`src/rtl/eeprom_ctrl.sv`:
```
// Bus-side controller for a 2K x 8 parallel EEPROM: accepts single-byte read/write
// requests and sequences ce_n/oe_n/we_n with programmable setup, strobe, hold and recovery.
module eeprom_ctrl #(
  parameter int ADDR_W    = 11,
  parameter int DATA_W    = 8,
  parameter int SETUP_CYC = 1,
  parameter int PULSE_CYC = 2,
  parameter int HOLD_CYC  = 1,
  parameter int WRITE_CYC = 8
) (
  input  logic              clk,
  input  logic              rst_n,
  input  logic              req_valid,
  output logic              req_ready,
  input  logic              req_we,
  input  logic [ADDR_W-1:0] req_addr,
  input  logic [DATA_W-1:0] req_wdata,
  output logic              rsp_valid,
  output logic [DATA_W-1:0] rsp_rdata,
  output logic              busy,
  output logic              mem_ce_n,
  output logic              mem_oe_n,
  output logic              mem_we_n,
  output logic [ADDR_W-1:0] mem_addr,
  output logic [DATA_W-1:0] mem_dout,
  output logic              mem_doe,
  input  logic [DATA_W-1:0] mem_din
);

  typedef enum logic [2:0] {IDLE, SETUP, PULSE, HOLD, WREC} state_t;

  // Counter reload values: a state lasting N cycles starts its count at N-1.
  localparam logic [7:0] SETUP_LD = 8'(SETUP_CYC - 1);
  localparam logic [7:0] PULSE_LD = 8'(PULSE_CYC - 1);
  localparam logic [7:0] HOLD_LD  = 8'(HOLD_CYC - 1);
  localparam logic [7:0] WREC_LD  = (WRITE_CYC == 0) ? 8'd0 : 8'(WRITE_CYC - 1);

  state_t     state;
  logic [7:0] cnt;
  logic       we_q;

  assign req_ready = (state == IDLE);

  always_ff @(posedge clk or negedge rst_n) begin
    if (!rst_n) begin
      state     <= IDLE;
      cnt       <= 8'd0;
      we_q      <= 1'b0;
      rsp_valid <= 1'b0;
      rsp_rdata <= '0;
      busy      <= 1'b0;
      mem_ce_n  <= 1'b1;
      mem_oe_n  <= 1'b1;
      mem_we_n  <= 1'b1;
      mem_addr  <= '0;
      mem_dout  <= '0;
      mem_doe   <= 1'b0;
    end else begin
      rsp_valid <= 1'b0;
      unique case (state)
        IDLE: begin
          if (req_valid) begin
            state    <= SETUP;
            cnt      <= SETUP_LD;
            we_q     <= req_we;
            busy     <= 1'b1;
            mem_ce_n <= 1'b0;
            mem_addr <= req_addr;
            if (req_we) begin
              mem_dout <= req_wdata;
              mem_doe  <= 1'b1;
            end
          end
        end
        SETUP: begin
          if (cnt == 8'd0) begin
            state <= PULSE;
            cnt   <= PULSE_LD;
            if (we_q) mem_we_n <= 1'b0;
            else      mem_oe_n <= 1'b0;
          end else begin
            cnt <= cnt - 8'd1;
          end
        end
        PULSE: begin
          // Read data is taken on the same edge that releases oe_n.
          if (cnt == 8'd0) begin
            state    <= HOLD;
            cnt      <= HOLD_LD;
            mem_oe_n <= 1'b1;
            mem_we_n <= 1'b1;
            if (!we_q) rsp_rdata <= mem_din;
          end else begin
            cnt <= cnt - 8'd1;
          end
        end
        HOLD: begin
          if (cnt == 8'd0) begin
            mem_ce_n <= 1'b1;
            mem_doe  <= 1'b0;
            if (we_q && (WRITE_CYC != 0)) begin
              state <= WREC;
              cnt   <= WREC_LD;
            end else begin
              state     <= IDLE;
              rsp_valid <= 1'b1;
              busy      <= 1'b0;
            end
          end else begin
            cnt <= cnt - 8'd1;
          end
        end
        WREC: begin
          if (cnt == 8'd0) begin
            state     <= IDLE;
            rsp_valid <= 1'b1;
            busy      <= 1'b0;
          end else begin
            cnt <= cnt - 8'd1;
          end
        end
        default: state <= IDLE;
      endcase
    end
  end

endmodule

```
`config.mk`:
```
export PLATFORM = sky130hd
export DESIGN_NAME = eeprom_ctrl
export DESIGN_NICKNAME = d
export VERILOG_FILES = /design/src/rtl/eeprom_ctrl.sv
export SDC_FILE = /design/constraint.sdc
export NUM_CORES = 1
export LEC_CHECK = 0
export BUFFER_PORTS_ARGS = -buffer_cell sky130_fd_sc_hd__buf_2
export CORE_AREA = 2 2 92 50
export DETAILED_ROUTE_END_ITERATION = 7
export DIE_AREA = 0 0 94 52
export GPL_TIMING_DRIVEN = 0
export PLACE_DENSITY = 0.83
export SYNTH_ARGS = -nofsm -noshare
export SYNTH_HDL_FRONTEND = slang
export SYNTH_SLANG_ARGS = --single-unit
```
`constraint.sdc`:
```
create_clock -name clk -period 6.2 [get_ports clk]
set_input_delay 0.31 -clock clk [delete_from_list [all_inputs] [get_ports clk]]
set_output_delay 0.31 -clock clk [all_outputs]
set_load 0.02 [all_outputs]
```
Yosys cells after proc, flatten, opt, wreduce, memory -nomap -nowiden

Cells that the tools add are included.

$add $sub $neg: 1
$mul: 0
Div/mod/pow operators: 0
$lt $le $gt $ge: 0
Equality and inequality tests: 15
Shift operators: 0
Multiplexer cells: 33
Bitwise gates (word level): 1
Reductions and logical operators: 16

Operator list:

| operator                                               | count |
|---|---|
| two-way mux 8 bit                                      | 6 |
| one-hot mux 8 bit (5 select lines)                     | 1 |
| two-way mux 3 bit                                      | 6 |
| inequality test 2 bit (second input constant)          | 9 |
| AND reduction 4 bit                                    | 4 |
| one-hot mux 3 bit (5 select lines)                     | 1 |
| two-way mux 1 bit                                      | 13 |
| one-hot mux 1 bit (2 select lines)                     | 5 |
| AND reduction 5 bit                                    | 2 |
| AND reduction 3 bit                                    | 3 |
| zero test 8 bit                                        | 1 |
| subtractor 8 x 1 -> 8 bit (second input constant)      | 1 |
| == test 3 x 2 -> 1 bit (second input constant)         | 2 |
| nonzero test 5 bit                                     | 1 |
| nonzero test 2 bit                                     | 2 |
| == test 3 x 1 -> 1 bit (second input constant)         | 1 |
| == test 3 bit (second input constant)                  | 1 |
| zero test 3 bit                                        | 1 |
| inequality test 3 bit (second input constant)          | 1 |
| one-hot mux 1 bit (3 select lines)                     | 1 |
| nonzero test 3 bit                                     | 1 |
| inequality test 2 x 1 -> 1 bit (second input constant) | 1 |
| AND reduction 2 bit                                    | 1 |
| NOT 1 bit                                              | 1 |

Register bits: 45
Bits in latches: 0
Memory bits (writable): 0
Bits in read-only memories: 0
Input port bits: 31
Output and inout bits: 34
Logic and storage cells: 78
Memories: 0

Longest topological paths before layout

Depth after elaboration: 3
Gate-level depth with buffers: 8
Gate-level depth less buffers: 6

Least setup slack after synthesis

Ideal clock, no wire load.

Kind: flip-flop to flip-flop
Start: register cnt[0]
End: register rsp_rdata[0]
Setup time: 125 ps
Arrival: 2013 ps
Data required time: 6075 ps
Slack: 4062 ps
Stages on the path, launching flop included: 7
Buffers on the path: 0
Clock period less this slack: 2138 ps
Cell sequence: dfrtp_1 > inv_1 > ha_1 > nor3b_1 > nand2_4 > nor4_4 > mux2_4

Longest elaborated chain between the ends: 2

RTL lines:

| element                       | RTL line | text |
|---|---|---|
| from (decl)                   | 39       | `logic [7:0] cnt;` |
| from (signal assigned)        | 82       | `cnt <= cnt - 8'd1;` |
| from (signal assigned)        | 94       | `cnt <= cnt - 8'd1;` |
| from (signal assigned)        | 110      | `cnt <= cnt - 8'd1;` |
| zero test 8 bit               | 87       | `if (cnt == 8'd0) begin` |
| AND reduction 3 bit (no line) | -        |  |
| to (signal assigned)          | 92       | `if (!we_q) rsp_rdata <= mem_din;` |
| to (decl)                     | 19       | `output logic [DATA_W-1:0] rsp_rdata,` |

No other way between the ends.
A chain may end at the register's enable or synchronous reset.

Worst setup path in the final report

Start: register cnt[0]
End: register rsp_rdata[5]

The elaborated chain is that of the path after synthesis.

==> flow_metrics.env <==
export IMPL_min_path_type="in2async"
export IMPL_finalWirelength_mm=4.73
export IMPL_setup_ws_ps=3780
export IMPL_grt_util_all_layers_pct=20.3
export IMPL_r2r_start="cnt[0]"
export IMPL_clk_path_buf_depth=2
export IMPL_cts_hold_buf=0
export IMPL_async_flop_share_pct=100
export IMPL_core_area_um2=4150
export IMPL_htree_levels=2
export IMPL_startpoint_type="flop"
export IMPL_pre_cts_ws_ps=3810
export IMPL_die_x_um=94
export IMPL_rsz0062_at_grt="false"
export IMPL_syn_area_per_cell_um2=10.9
export IMPL_crit_fanout=8
export IMPL_dr_pass1_iters=4
export IMPL_grt_first_pass_wirelength_mm=7.56
export IMPL_overflow=0
export IMPL_via_count=1766
export IMPL_yosys_area_top_type="dfrtp_1"
export IMPL_drive_gt1_share_pct=38.2
export IMPL_crit_arrival_ps=2600
export IMPL_ctsRootBufferMaster="clkbuf_8"
export IMPL_hold_viol_final=0
export IMPL_cts_buffers=5
export IMPL_synth_edf_count=0
export IMPL_design_area_um2=2680
export IMPL_wire_per_inst_um=14.4
export IMPL_cap_violations=0
export IMPL_placedCellCount=321
export IMPL_peakVddDrop_uv=213
export IMPL_antenna_cells=0
export IMPL_die_h_um=52
export IMPL_dieArea_um2=4890
export IMPL_seq_area_frac_synth_pct=51.9
export IMPL_startpoint="cnt[0]"
export IMPL_io_pins=65
export IMPL_drt_iter0_drc=118
export IMPL_clkSinkCount=45
export IMPL_syn_area_um2=2180
export IMPL_dp_hpwl_mm=3.59
export IMPL_row_count=17
export IMPL_syn_nets=233
export IMPL_tightest_slew_ps=945
export IMPL_ant_nets=0
export IMPL_synthDistinctLibCells=49
export IMPL_crit_required_ps=6380
export IMPL_timing_final_max_slew_violations=0
export IMPL_reg2reg_depth=6
export IMPL_insertion_delay_ps=290
export IMPL_fin_crit_ps=2420
export IMPL_nets=304
export IMPL_ctsResizeCount=0
export IMPL_areaGrowthSynthToFinish_pct=23.1
export IMPL_antenna_found_initial=0
export IMPL_yosys_top_cells_count="dfrtp_1 (42), nand2_1 (41)"
export IMPL_first_global_vias=1552
export IMPL_post_cts_setup_buffers=0
export IMPL_synth_area_leaders="dfrtp_1 (48%), nand2_1 (7.1%), mux2_4 (5.5%), mux2_2 (4.1%), dfstp_2 (3.6%)"
export IMPL_slew_headroom_pct=37.0
export IMPL_r2r_end="rsp_rdata[5]"
export IMPL_cellLeakagePower_nw=1.35
export IMPL_power_density_nw_per_um2=450
export IMPL_slowest_stage="nor4_4"
export IMPL_ys_warn_count=0
export IMPL_viasPerCell=5.37
export IMPL_setup_viol=0
export IMPL_skew_ps=4.81
export IMPL_worstSetupEndpointType="flop"
export IMPL_r2r_slack_ps=3780
export IMPL_yosysMostFrequentCell="dfrtp_1"
export IMPL_clkTransAtPathRegs_ps=80
export IMPL_placed_area_um2=2570
export IMPL_max_freq_mhz=413
export IMPL_gp_congestion=0.924
export IMPL_start_util_pct=52.5
export IMPL_ys_flop_type="dfrtp_1"
export IMPL_critical_path_class="reg2reg"
export IMPL_syn_inst=200
export IMPL_final_cells=329
export IMPL_cts_tree="done"
export IMPL_synth_top_cell_area_share_pct=48.3
export IMPL_port_buffers=64
export IMPL_crit_chain="inv_1, ha_1, nor3b_1, nand2_4, nor4_4, mux2_4"
export IMPL_ys_ff_latch=45
export IMPL_fin_setup_tns_ps=0
export IMPL_min_period_over_period_pct=39.0
export IMPL_final_util_pct=64.6
export IMPL_status="completed"
export IMPL_max_stage_delay_ps=670
export IMPL_drc=0
export IMPL_grt_max_degree=46
metrics by stage:
| step | total power (W) | hold WS (ps) |
|---|---|---|
| after CTS | 0.00121 | 198 |
| after floorplan | 0.000837 | 14.4 |
| after detailed placement | 0.000993 | 462 |
| final | 0.00121 | 159 |
| after global placement | 0.000979 | 451 |
| after global routing | 0.00129 | 202 |
layer usage:
layer	vias to the layer above	track usage, %	part of all wire [%]
met1	834	31.6	52
li1	854	-	-
met3	2	6.96	9.9
met4	0	3.62	0.25
met5	-	0	0
met2	76	27.4	38
area by class of cell:
class | count | area (µm²)
Sequential cell | 45 | 1130
Buffer | 10 | 57.6
Inverter | 8 | 30.0
Timing Repair Buffer | 64 | 320
Multi-Input combinational cell | 137 | 960
Clock buffer | 6 | 72.6
Clock inverter | 2 | 38.8
Fill cell | 331 | 1470
Tap cell | 57 | 71.3
flip-flops by register name, summed over array words and instances, names as in the netlist:
register,cells
busy,1
cnt,8
mem_addr,11
mem_ce_n,1
mem_doe,1
mem_dout,8
mem_oe_n,1
mem_we_n,1
rsp_rdata,8
rsp_valid,1
state,3
we_q,1
cell usage in the layout (no fill, tap or decap), types with 2 or more instances in the layout:
cell and n:
nor2_1 8, o21ai_0 7, mux2_4 8, dfstp_2 3, nor4_1 3, buf_6 2, nor4_4 2, dfrtp_1 42
o41ai_1 2, a21oi_1 6, buf_2 65, mux2_2 8, clkbuf_1 7, nor3_1 5, ha_1 2, or4_1 6
o21ai_1 2, nand2_1 41, inv_1 8, clkbuf_8 5, o31ai_1 5, a211oi_1 3, nand2b_1 2, o22ai_1 2
cell families (layout without fill, tap and decap cells):
logic type / count (synthesis) / in the layout / share of synthesized area (%)
simple gates: 81 / 81 / 20.1
compound gates: 35 / 35 / 11.8
fa+ha+maj: 3 / 3 / 1.61
flops: 45 / 45 / 51.9
mux: 17 / 17 / 10.1
buf+inv: 18 / 90 / 4.02
xor+xnor: 1 / 1 / 0.402
power breakdown:
part | switching, W | total [W] | internal [W]
clock | 0.0000936 | 0.000214 | 0.000121
sequential | 0.0000846 | 0.000486 | 0.000401
combinational | 0.000304 | 0.000507 | 0.000203
total | 0.000482 | 0.00121 | 0.000725
how the worst max path moves through the flow:
stage | end | slack [ps] | cells after the start
after detailed placement | rsp_rdata[5] | 3810 | 6
after floorplan | rsp_rdata[0] | 4060 | 6
final | rsp_rdata[5] | 3780 | 6
after global placement | rsp_rdata[6] | 3850 | 6
after global routing | rsp_rdata[5] | 3650 | 6
after CTS | rsp_rdata[5] | 3790 | 6
worst max-delay path, delay by kind of cell (launching register included):
kind,cells,cell delay [ps]
adders and majority gates,1,180
buffers and inverters,1,100
DFF,1,440
muxes,1,370
and+or+nand+nor,3,1220
(Power assumes the default switching activity.)
